==> src/rtl/alu_seq_if.sv <==
// alu_seq_if: request/result bundle for the sequential ALU.
//   master : drives start, in1, in2, shamt, control; observes busy, done, out, flag
//   slave  : the ALU side (alu_seq)
interface alu_seq_if #(
  parameter int WIDTH = 32,
  parameter int SH    = 5
);
  logic             start;
  logic [WIDTH-1:0] in1;
  logic [WIDTH-1:0] in2;
  logic [SH-1:0]    shamt;
  logic [3:0]       control;
  logic             busy;
  logic             done;
  logic [WIDTH-1:0] out;
  logic [3:0]       flag;

  modport master (
    output start, in1, in2, shamt, control,
    input  busy, done, out, flag
  );

  modport slave (
    input  start, in1, in2, shamt, control,
    output busy, done, out, flag
  );
endinterface

==> src/rtl/alu_seq.sv <==
// alu_seq: multi-cycle ALU with add/negate/sub/and/xor and three shifts.
//
// Ports:
//   clk   - single clock, all state on rising edge
//   rst_n - asynchronous active-low reset
//   bus   - alu_seq_if.slave: start/in1/in2/shamt/control in,
//           busy/done/out/flag out
//
// control[2:0] opcode: 000 add, 001 negate, 010 sub, 011 and, 100 xor,
//                      101 sll, 110 srl, 111 sra
// control[3]   shift amount source: 0 = shamt, 1 = in2[SH-1:0]
// flag         [0] zero, [1] msb, [2] carry / no-borrow, [3] signed overflow
//
// Build option ALU_SEQ_BARREL_EN: when defined, shifts complete in one cycle
// through EXEC with a barrel shifter; otherwise they shift one bit per cycle
// in SHIFT.
//
// state | meaning
// IDLE  | waiting for start, busy=0
// EXEC  | single-cycle op (all ops when barrel shifter is built)
// SHIFT | iterative shift, cnt_q bit positions left to go
module alu_seq #(
  parameter int WIDTH = 32,
  parameter int SH    = 5
) (
  input  logic      clk,
  input  logic      rst_n,
  alu_seq_if.slave  bus
);

  localparam int MSB = WIDTH - 1;
  localparam logic [WIDTH-1:0] ONE     = {{(WIDTH-1){1'b0}}, 1'b1};
  localparam logic [WIDTH-1:0] MIN_NEG = {1'b1, {(WIDTH-1){1'b0}}};
  localparam logic [SH-1:0]    CNT_ONE = {{(SH-1){1'b0}}, 1'b1};

  localparam logic [2:0] OP_ADD = 3'b000;
  localparam logic [2:0] OP_NEG = 3'b001;
  localparam logic [2:0] OP_SUB = 3'b010;
  localparam logic [2:0] OP_AND = 3'b011;
  localparam logic [2:0] OP_XOR = 3'b100;
  localparam logic [2:0] OP_SLL = 3'b101;
  localparam logic [2:0] OP_SRL = 3'b110;
  localparam logic [2:0] OP_SRA = 3'b111;

  typedef enum logic [1:0] {IDLE, EXEC, SHIFT} state_t;

  state_t           state_q, state_d;
  logic [WIDTH-1:0] a_q, a_d;
  logic [WIDTH-1:0] b_q, b_d;
  logic [2:0]       op_q, op_d;
  logic [SH-1:0]    cnt_q, cnt_d;
  logic [WIDTH-1:0] out_q, out_d;
  logic [3:0]       flag_q, flag_d;
  logic             done_q, done_d;

  logic [WIDTH-1:0] res;
  logic             carry;
  logic             ovf;
  logic [SH-1:0]    amt_in;

  assign amt_in = bus.control[3] ? bus.in2[SH-1:0] : bus.shamt;

  // Single-cycle datapath on the latched operands.
  always_comb begin
    res   = a_q;
    carry = 1'b0;
    ovf   = 1'b0;
    case (op_q)
      OP_ADD: begin
        {carry, res} = {1'b0, a_q} + {1'b0, b_q};
        ovf = (a_q[MSB] == b_q[MSB]) && (res[MSB] != a_q[MSB]);
      end
      OP_NEG: begin
        res = ~b_q + ONE;
        ovf = (b_q == MIN_NEG);
      end
      OP_SUB: begin
        res   = a_q - b_q;
        carry = (a_q >= b_q);
        ovf   = (a_q[MSB] != b_q[MSB]) && (res[MSB] != a_q[MSB]);
      end
      OP_AND: res = a_q & b_q;
      OP_XOR: res = a_q ^ b_q;
`ifdef ALU_SEQ_BARREL_EN
      OP_SLL: res = a_q << cnt_q;
      OP_SRL: res = a_q >> cnt_q;
      OP_SRA: res = $signed(a_q) >>> cnt_q;
`endif
      default: res = a_q;
    endcase
  end

  always_comb begin
    state_d = state_q;
    a_d     = a_q;
    b_d     = b_q;
    op_d    = op_q;
    cnt_d   = cnt_q;
    out_d   = out_q;
    flag_d  = flag_q;
    done_d  = 1'b0;
    case (state_q)
      IDLE: begin
        if (bus.start) begin
          a_d   = bus.in1;
          b_d   = bus.in2;
          op_d  = bus.control[2:0];
          cnt_d = amt_in;
`ifdef ALU_SEQ_BARREL_EN
          state_d = EXEC;
`else
          // 101/110/111 are the shift opcodes
          state_d = (bus.control[2] && (bus.control[1:0] != 2'b00)) ? SHIFT : EXEC;
`endif
        end
      end
      EXEC: begin
        out_d   = res;
        flag_d  = {ovf, carry, res[MSB], (res == '0)};
        done_d  = 1'b1;
        state_d = IDLE;
      end
      SHIFT: begin
        if (cnt_q == '0) begin
          out_d   = a_q;
          flag_d  = {2'b00, a_q[MSB], (a_q == '0)};
          done_d  = 1'b1;
          state_d = IDLE;
        end else begin
          cnt_d = cnt_q - CNT_ONE;
          case (op_q)
            OP_SLL:  a_d = {a_q[MSB-1:0], 1'b0};
            OP_SRL:  a_d = {1'b0, a_q[MSB:1]};
            default: a_d = {a_q[MSB], a_q[MSB:1]};
          endcase
        end
      end
      default: state_d = IDLE;
    endcase
  end

  always_ff @(posedge clk or negedge rst_n) begin
    if (!rst_n) begin
      state_q <= IDLE;
      a_q     <= '0;
      b_q     <= '0;
      op_q    <= '0;
      cnt_q   <= '0;
      out_q   <= '0;
      flag_q  <= '0;
      done_q  <= 1'b0;
    end else begin
      state_q <= state_d;
      a_q     <= a_d;
      b_q     <= b_d;
      op_q    <= op_d;
      cnt_q   <= cnt_d;
      out_q   <= out_d;
      flag_q  <= flag_d;
      done_q  <= done_d;
    end
  end

  assign bus.busy = (state_q != IDLE);
  assign bus.done = done_q;
  assign bus.out  = out_q;
  assign bus.flag = flag_q;

endmodule
==> src/flat_wrapper.sv <==
// flat-port wrapper written by rule: the top's interface ports become plain ports
module alu_seq_flat 
#(
  parameter int WIDTH = 32,
  parameter int SH    = 5
)
  (clk, rst_n, bus_start, bus_in1, bus_in2, bus_shamt, bus_control, bus_busy, bus_done, bus_out, bus_flag);
  alu_seq_if #(.WIDTH(WIDTH), .SH(SH)) bus_i ();
  input  logic clk;
  input  logic rst_n;
  input wire logic [$bits(bus_i.start)-1:0] bus_start;
  input wire logic [$bits(bus_i.in1)-1:0] bus_in1;
  input wire logic [$bits(bus_i.in2)-1:0] bus_in2;
  input wire logic [$bits(bus_i.shamt)-1:0] bus_shamt;
  input wire logic [$bits(bus_i.control)-1:0] bus_control;
  output wire logic [$bits(bus_i.busy)-1:0] bus_busy;
  output wire logic [$bits(bus_i.done)-1:0] bus_done;
  output wire logic [$bits(bus_i.out)-1:0] bus_out;
  output wire logic [$bits(bus_i.flag)-1:0] bus_flag;
  assign bus_i.start = bus_start;
  assign bus_i.in1 = bus_in1;
  assign bus_i.in2 = bus_in2;
  assign bus_i.shamt = bus_shamt;
  assign bus_i.control = bus_control;
  assign bus_busy = bus_i.busy;
  assign bus_done = bus_i.done;
  assign bus_out = bus_i.out;
  assign bus_flag = bus_i.flag;
  alu_seq #(.WIDTH(WIDTH), .SH(SH)) u_core (.clk(clk), .rst_n(rst_n), .bus(bus_i));
endmodule
==> config.mk <==
export PLATFORM = sky130hd
export DESIGN_NAME = alu_seq_flat
export DESIGN_NICKNAME = d
export VERILOG_FILES = /design/src/rtl/alu_seq_if.sv /design/src/rtl/alu_seq.sv /design/src/flat_wrapper.sv
export SDC_FILE = /design/constraint.sdc
export NUM_CORES = 1
export LEC_CHECK = 0
export ABC_AREA = 0
export ABC_CLOCK_PERIOD_IN_PS = 3500
export CAP_MARGIN = 10
export CELL_PAD_IN_SITES_DETAIL_PLACEMENT = 1
export CELL_PAD_IN_SITES_GLOBAL_PLACEMENT = 1
export CORE_ASPECT_RATIO = 2
export CORE_MARGIN = 2
export CORE_UTILIZATION = 29
export CTS_CLUSTER_SIZE = 8
export DETAILED_ROUTE_END_ITERATION = 12
export PLACE_DENSITY_LB_ADDON = 0.15
export SYNTH_ARGS = -nofsm -noshare
export SYNTH_HDL_FRONTEND = slang
export SYNTH_SLANG_ARGS = --single-unit
export TNS_END_PERCENT = 10
==> constraint.sdc <==
create_clock -name clk -period 3.5 [get_ports clk]
set_input_delay 0.7 -clock clk [delete_from_list [all_inputs] [get_ports clk]]
set_output_delay 0.7 -clock clk [all_outputs]
set_load 0.005 [all_outputs]
# After elaboration in Yosys (flattened, before gate mapping)
# Cells that the tools add are included.
# word_totals
mem_bits_ro	0
input_bits	76
mem_bits_rw	0
ff_bits	111
out_inout_bits	38
word_cells	72
latchBits	0
n_memories	0
# classes
mux	21
mul	0
n_addsub	4
n_shift	0
eq_ne	17
order_cmp	1
div	0
n_reduce_logical	17
bitwise	3
# ops
op	count
$pmux 32 s2	3
$pmux 32 s5	1
$mux 32	3
$logic_not 32->1	2
$add 32x32->33	1
$add 32x1->32 const B	1
$and 32x32->32	1
$eq 32x32->1 const B	1
$ge 32x32->1	1
$not 32->32	1
$sub 32x32->32	1
$xor 32x32->32	1
$mux 5	3
$pmux 5 s2	1
$eq 3x3->1 const B	3
$pmux 4 s2	1
$reduce_bool 2->1	4
$eq 3x2->1 const B	2
$mux 2	3
$reduce_and 2->1	3
$logic_not 5->1	1
$sub 5x1->5 const B	1
$mux 4	1
$ne 2x2->1 const B	2
16 further kinds	21

# Depth between registers and ports, before layout
# Gate-level depths: netlist of run 1.
# depth
ltp_word	5
ltp_mapped	14
ltp_nobuf	14

# Least setup slack after synthesis of run 1
# OpenSTA, ideal clock, no wires.
# synth_timing
kind	flip-flop to flip-flop
start	reg u_core.a_q[0]
end	reg u_core.flag_q[0], in the netlist u_core.bus.flag[0]
setup_time_ns	0.092
path_stages_with_launch	15
required_time_ns	3.408
n_path_buf	0
setup_slack_ns	0.029
arrival_ns	3.379
synth_period_minus_slack_ns	3.471
path_cell_list	dfrtp_1 -> inv_1 -> ha_1 -> fa_1 -> nand2b_1 -> a21o_1 -> a2111oi_1 -> nor3_1 -> xnor2_1 -> a211o_1 -> nor4b_1 -> nand4_1 -> nor4_1 -> o2111ai_1 -> o31ai_2
# synth_via
elab_chain_len	4
elab_cells_between_ends	9
cone_classes	2 x add/sub; 3 x mux; 2 x bitwise; 2 x reduce/logical
# synth_lines
element	line_no	rtl
from (decl)	alu_seq.sv:48	logic [WIDTH-1:0] a_q, a_d;
from (signal assigned)	alu_seq.sv:145	a_q <= '0;
from (signal assigned)	alu_seq.sv:154	a_q <= a_d;
$sub 32x32->32, or another cell as far along	alu_seq.sv:78	res = a_q - b_q;
$pmux 32 s5	alu_seq.sv:68	case (op_q)
$logic_not 32->1	alu_seq.sv:119	flag_d = {ovf, carry, res[MSB], (res == '0)};
$pmux 4 s2 (*)	alu_seq.sv:102	case (state_q)
to (signal assigned)	alu_seq.sv:159	flag_q <= flag_d;
to (decl)	alu_seq.sv:53	logic [3:0] flag_q, flag_d;
# Every way passes the cells marked *; elsewhere a longest branch is shown, timed or not. The select of a mux whose other input is x is not followed.
# A chain may end at the register's enable or synchronous reset.

# Worst setup path in the final report of run 1
# layout_timing
start	reg u_core.b_q[1]
end	reg u_core.flag_q[0], in the netlist u_core.bus.flag[0]
# layout_via
elab_chain_len	5
elab_cells_between_ends	9
cone_classes	3 x add/sub; 2 x mux; 3 x bitwise; 1 x reduce/logical
# layout_lines
element	line_no	rtl
from (decl)	alu_seq.sv:49	logic [WIDTH-1:0] b_q, b_d;
from (signal assigned)	alu_seq.sv:146	b_q <= '0;
from (signal assigned)	alu_seq.sv:155	b_q <= b_d;
$not 32->32	alu_seq.sv:74	res = ~b_q + ONE;
$add 32x1->32	alu_seq.sv:74	
$pmux 32 s5 (*)	alu_seq.sv:68	
$logic_not 32->1 (*)	alu_seq.sv:119	
$pmux 4 s2 (*)	alu_seq.sv:102	
# Every way passes the cells marked *; elsewhere a longest branch is shown, timed or not.

==> results of run 1 <==
worst max-delay path: cells and delay by family (launching register included):
kind	cells	cell delay [ns]
flops	1	0.41
xor+xnor	1	0.20
compound gates	4	0.90
simple gates	6	1.53
buf+inv	4	0.69
per-stage QoR:
step           setup TNS (ns)  instance area, sq um
2_1_floorplan               0                 11400
4_1_cts                -0.616                 16100
5_1_grt                 -2.70                 16300
3_3_place_gp            -2.90                 15600
3_5_place_dp            -3.35                 15600
6_report               -0.752                 16300
cell type report:
class                   count  area, sq um
clock inverters             7         72.6
multi-input cells        1264         8280
flip-flops and latches    110         2760
clock buffers               9          225
inverters                  79          297
well taps                 520          651
fillers                  4834        22300
repair buffers            497         4070
cell families (layout without fill, tap and decap cells):
| kind of cell | after synthesis | after routing | synth area share, % |
|---|---|---|---|
| AO/OA/AOI/OAI | 571 | 571 | 31.5 |
| adder cells (fa/ha/maj) | 72 | 72 | 8.05 |
| flip-flops | 110 | 110 | 24.2 |
| AND/OR/NAND/NOR | 543 | 543 | 23.0 |
| XOR/XNOR | 42 | 42 | 3.23 |
| multiplexers | 36 | 36 | 3.35 |
| buffers and inverters | 186 | 592 | 6.70 |
final timing paths:
check,slack (ns),endpoint,cells past startpoint,startpoint
max in group asynchronous,2.60,u_core.b_q[30]$_DFFE_PN0P_,2,rst_n
worst max register to register,-0.30,u_core.bus.flag[0]$_DFFE_PN0P_,15,u_core.b_q[1]$_DFFE_PN0P_
worst max-delay path,-0.30,u_core.bus.flag[0]$_DFFE_PN0P_,15,u_core.b_q[1]$_DFFE_PN0P_
worst min-delay path,0.13,u_core.bus.out[2]$_DFFE_PN0P_,1,rst_n
min in group clk,0.49,u_core.bus.out[7]$_DFFE_PN0P_,2,u_core.bus.out[7]$_DFFE_PN0P_
worst min register to register,0.49,u_core.bus.out[7]$_DFFE_PN0P_,2,u_core.bus.out[7]$_DFFE_PN0P_
state kept, by name, summed over array words and instances (netlist names):
name,count
u_core.bus.flag,4
u_core.cnt_q,5
u_core.b_q,32
u_core.op_q,3
u_core.bus.out,31
u_core.a_q,32
u_core.state_q,2
u_core.bus.done,1
timing repair:
action | 4_1_cts | 5_1_grt
hold buffers | 0 | 0
setup buffers | 3 | 3
pin swaps | 10 | 13
resized for setup | 42 | 46
endpoints found under the setup margin | 16 | 22
per-layer routing:
layer	global-route usage [%]	part of all wire, %	routed length [um]	vias to the layer above
met3	3.23	3.1	2070	184
met5	0	0	0	-
met1	36.3	38	25300	7108
met2	58.9	52	34400	430
li1	-	-	-	6515
met4	20.7	7.5	5030	0
placed cells by master (no fill, tap or decap), types with 8 or more instances in the layout:
cell / netlist / final
nand4_1: 26 / 26
or3_1: 11 / 10
o21a_1: 8 / 8
and3_1: 18 / 17
a211oi_1: 21 / 17
o21ai_0: 176 / 165
nor3_1: 36 / 36
clkbuf_16: 0 / 9
nor2_1: 104 / 102
inv_1: 79 / 77
nor2b_1: 12 / 12
a21o_1: 17 / 17
o31ai_1: 18 / 16
clkdlybuf4s50_1: 0 / 112
a31oi_1: 12 / 8
xnor2_1: 41 / 41
a21oi_1: 172 / 164
ha_1: 70 / 66
o22ai_1: 11 / 10
nand2b_1: 19 / 18
nand3_1: 65 / 64
dfrtp_1: 110 / 107
buf_4: 1 / 380
o211ai_1: 15 / 15
nand2_1: 189 / 188
nor4_1: 27 / 24
o21bai_1: 9 / 9
mux2i_1: 28 / 27
==> key figures, run 1 <==
Run status
  – Status: complete, but fails checks
  – Failing checks: negative setup slack

Final layout
  – N_diodes: 0
  – Post-Route Utilization: 42.3%
  – Finished Layout Cells: 2,486
  – Fraction of layout cells with a size suffix above 1: 25.6%
  – Synthesis-to-layout area growth: 43.6%
  – Fin nets: 2,109

Timing
  – Worst Hold Slack: 0.135 ns
  – Fmax achieved: 263 MHz
  – Tightest Pin Transition: 1.32 ns
  – Worst setup margin: -0.303 ns
  – Skew final: 0.0180 ns
  – Final worst path period share: 109%
  – Max-slew violations: 0
  – Final min period: 3.80 ns
  – RSZ-0062 raised after global routing: yes
  – Final hold vios: 0
  – Slew margin rel.: 11.5%
  – Setup Viol. Count Final: 8

Setup path
  – Critical path class: register to register
  – Worst-path maximum fanout: 4
  – Max incr delay on CP: 0.45 ns
  – Req. time, crit path: 3.81 ns
  – Crit-path cells: buf_4, buf_4, nor4_4, nand4_1, buf_4, nor2_1, xnor2_1, o31ai_1, buf_4, o2111ai_1, nor4b_2, nand4_1, nor4_2, o2111ai_2, o31ai_2
  – Worst Path Arrival: 4.12 ns
  – Setup crit end kind: register
  – Cell mode on critical path: buf_4
  – Crit start category: register
  – CP max-delay cell: nor4_4

Floorplan
  – Die area: 41,000 sq um
  – Row cnt: 102
  – Core Area: 38,700 sq um
  – Die W: 144 um
  – Die Ht: 284 um
  – Initial core utilization: 29.4%
  – IO Pins: 114

Synth
  – Syn_area_per_cell: 7.30 sq um
  – Synth top cells by count: nand2_1 (189), o21ai_0 (176), a21oi_1 (172)
  – Yosys warns: 0
  – Synth area leader: dfrtp_1
  – Synth unique cells: 92
  – Area share of the largest cell type after synthesis: 24.2%
  – Post-synthesis sequential area ratio: 24.2%
  – Synth Instances: 1,560
  – Register bit total from synthesis: 110
  – Mapped cell area: 11,400 sq um
  – Ranking of synthesized cells by area: dfrtp_1 (24%), o21ai_0 (7.7%), ha_1 (7.7%)
  – Most common cell in the netlist: nand2_1
  – Post-synth EDFFs: 0
  – Mapped Nets: 1,708
  – Top FF cell, synth: dfrtp_1
  – Ys async rst share: 100%

Hold path
  – Hold WC Path Type: input port to async pin

CTS
  – Root Driver: clkbuf_16
  – Longest Clk Path Bufs: 2
  – CTS buffer count: 9
  – Clock Sinks: 110
  – CTS tree: yes
  – Reg clk slew, reported paths: 0.10 ns
  – Clk Latency, worst-skew pair: 0.41 ns
  – Htree depth: 3

Placement
  – Final GP Congestion: 1.01
  – Pre-CTS setup slack: -0.565 ns
  – PortBufs: 113
  – Placed insts: 2,464
  – Hpwl dp: 53,400 um

Route
  – Post-DR wirelength/cell: 26.9 um
  – Routed Antenna Nets: 0
  – DRC violations left: 0
  – Vias per Instance: 5.73
  – DRT Pass-1 Iters: 5
  – 1st-iter DRT viols: 752
  – Total Wirelength: 66,800 um
  – Vias: 14,200

Flow run
  – Max cap viols: 0

Global routing
  – GRT Residual Overflow: 0
  – First-pass GRT wire length: 98,200 um
  – Initial antenna violation count: 1
  – Largest net degree at the start of global routing: 75
  – Vias in the first global route: 15,200
  – Tot GR Track Use: 32.8%
Power of run 1 is left out: the tool's default activity adds up to more than one toggle a clock period on the data nets, which glitch-free logic cannot reach.
==> run 2, diff against run 1 <==
- PLACE_DENSITY: not set -> 0.68
- PLACE_DENSITY_LB_ADDON: 0.15 -> not set
==> run 2 against run 1 <==
The run still ends with negative setup slack left; critical path depth decreased by 1; worst setup slack improved by 0.0022 ns; flip-flop and latch count unchanged; via count increased by 1.5%; final area increased by 0.23%; register-to-register slack about the same; global-route usage decreased by 0.56 points; utilization increased by 0.097 points; hold slack got worse by 0.013 ns; critical path type unchanged.
==> key figures, run 2 (synthesis gave the netlist of run 1 again) <==
Global routing
  – First-pass GRT wire length: 97,700 um (was 98,200 um)
  – Initial antenna violation count: 1 (unchanged)
  – Vias in the first global route: 15,700 (was 15,200)
  – GRT Residual Overflow: 0 (unchanged)
  – Largest net degree at the start of global routing: 75 (unchanged)
  – Tot GR Track Use: 32.3% (was 32.8%)

Timing
  – Fmax achieved: 263 MHz (about the same)
  – Max-slew violations: 0 (unchanged)
  – Tightest Pin Transition: 0.884 ns (was 1.32 ns)
  – Final hold vios: 0 (unchanged)
  – Worst Hold Slack: 0.122 ns (was 0.135 ns)
  – RSZ-0062 raised after global routing: yes (unchanged)
  – Slew margin rel.: 41.1% (was 11.5%)
  – Skew final: 0.0224 ns (was 0.0180 ns)
  – Final worst path period share: 109% (about the same)
  – Final min period: 3.80 ns (about the same)
  – Setup Viol. Count Final: 7 (was 8)
  – Worst setup margin: -0.301 ns (was -0.303 ns)

Route
  – Routed Antenna Nets: 0 (unchanged)
  – Vias per Instance: 5.81 (was 5.73)
  – Post-DR wirelength/cell: 26.6 um (was 26.9 um)
  – DRC violations left: 0 (unchanged)
  – Total Wirelength: 66,100 um (was 66,800 um)
  – DRT Pass-1 Iters: 5 (unchanged)
  – Vias: 14,400 (was 14,200)
  – 1st-iter DRT viols: 925 (was 752)

Floorplan
  – Die W: 144 um (unchanged)
  – Initial core utilization: 29.4% (unchanged)
  – Die Ht: 284 um (unchanged)
  – IO Pins: 114 (unchanged)
  – Row cnt: 102 (unchanged)
  – Die area: 41,000 sq um (unchanged)
  – Core Area: 38,700 sq um (unchanged)

CTS
  – Htree depth: 3 (unchanged)
  – Root Driver: clkbuf_16 (unchanged)
  – CTS tree: yes (unchanged)
  – Longest Clk Path Bufs: 2 (unchanged)
  – Clk Latency, worst-skew pair: 0.41 ns (about the same)
  – Reg clk slew, reported paths: 0.11 ns (was 0.10 ns)
  – CTS buffer count: 9 (unchanged)
  – Clock Sinks: 110 (unchanged)

Setup path
  – Crit. Startpoint: u_core.b_q[0]$_DFFE_PN0P_ (was u_core.b_q[1]$_DFFE_PN0P_)
  – Setup crit end kind: register (unchanged)
  – Req. time, crit path: 3.81 ns (about the same)
  – FF-to-FF End: u_core.bus.flag[0]$_DFFE_PN0P_ (unchanged)
  – Crit start category: register (unchanged)
  – Crit path to: u_core.bus.flag[0]$_DFFE_PN0P_ (unchanged)
  – R2R depth: 14 (was 15)
  – Critical path class: register to register (unchanged)
  – Worst-path maximum fanout: 4 (unchanged)
  – Reg-to-Reg Start: u_core.b_q[0]$_DFFE_PN0P_ (was u_core.b_q[1]$_DFFE_PN0P_)
  – R2R setup slack: -0.30 ns (about the same)
  – Worst Path Arrival: 4.12 ns (about the same)

Run status
  – Status: complete, but fails checks (unchanged)
  – Failing checks: negative setup slack (unchanged)

Final layout
  – Commonest non-fill, non-tap cell in the layout: buf_4 (unchanged)
  – Most frequent cells in the layout: buf_4 (380), nand2_1 (189), o21ai_0 (167), a21oi_1 (162), clkdlybuf4s50_1 (112) (was buf_4 (380), nand2_1 (188), o21ai_0 (165), a21oi_1 (164), clkdlybuf4s50_1 (112))
  – Synthesis-to-layout area growth: 43.9% (was 43.6%)
  – Fillers: 4,816 (was 4,834)
  – Fraction of layout cells with a size suffix above 1: 26.0% (was 25.6%)
  – Fin nets: 2,108 (was 2,109)
  – N_diodes: 0 (unchanged)

Placement
  – PortBufs: 113 (unchanged)
  – Hpwl dp: 53,000 um (was 53,400 um)
  – Pre-CTS setup slack: -0.444 ns (was -0.565 ns)
  – Final GP Congestion: 1.00 (was 1.01)

Hold path
  – Hold WC Path Type: input port to async pin (unchanged)

Flow run
  – Max cap viols: 0 (unchanged)
run 2: critical path: stages (launching register included):
cell and delay (ns):
dfrtp_1 0.42, ha_1 0.19, inv_1 0.07, fa_1 0.49, inv_1 0.04, mux4_2 0.45
o21ai_2 0.15, o2111ai_1 0.15, a2111oi_1 0.37, o2111ai_1 0.23, nor4b_2 0.31, nand4_1 0.18
nor4_2 0.21, o2111ai_2 0.20, o31ai_2 0.25
run 2: worst min path at each step:
stage	depth (start not counted)	slack, ns	to	start
2_1_floorplan	0	0.40	u_core.a_q[0]$_DFFE_PN0P_	rst_n
3_3_place_gp	1	0.46	u_core.bus.out[8]$_DFFE_PN0P_	u_core.bus.out[8]$_DFFE_PN0P_
3_5_place_dp	1	0.47	u_core.bus.out[27]$_DFFE_PN0P_	u_core.bus.out[27]$_DFFE_PN0P_
4_1_cts	1	0.12	u_core.cnt_q[1]$_DFFE_PN0P_	rst_n
5_1_grt	1	0.13	u_core.cnt_q[1]$_DFFE_PN0P_	rst_n
6_report	1	0.12	u_core.a_q[7]$_DFFE_PN0P_	rst_n
run 2: area by class of cell:
class | count | area, sq um | share of cell area [%]
clock inverters | 7 | 96.3 | 0.588
inverters | 79 | 297 | 1.81
repair buffers | 496 | 4050 | 24.7
well taps | 520 | 651 | 3.97
multi-input cells | 1264 | 8320 | 50.8
flip-flops and latches | 110 | 2760 | 16.8
clock buffers | 9 | 225 | 1.37
run 2: timing repair:
action | 4_1_cts | 5_1_grt
endpoints found under the setup margin | 15 | 19
gates resized for setup | 59 | 33
hold buffers | 0 | 0
pin swaps | 21 | 4
setup buffers | 4 | 0
run 2: routing by layer:
metal	routed length (um)	track usage (%)	vias to the layer above	share of wire (%)
li1	-	-	6518	-
met1	24200	34.8	7200	37
met2	34000	58.1	535	51
met3	2750	3.54	196	4.2
met4	5170	21.5	0	7.8
met5	0	0	-	0
run 2: stage by stage:
step / util, % / instances / area, sq um / TNS [ns]
floorplan: - / 1560 / 11400 / 0
global placement: 40.4 / 2465 / 15600 / -1.85
detailed placement: 40.4 / 2465 / 15600 / -2.51
CTS: 42.1 / 2485 / 16300 / -0.812
global route: 42.4 / 2485 / 16400 / -2.43
finish: 42.4 / 2485 / 16400 / -0.865
Power of run 2 is left out for the same reason.
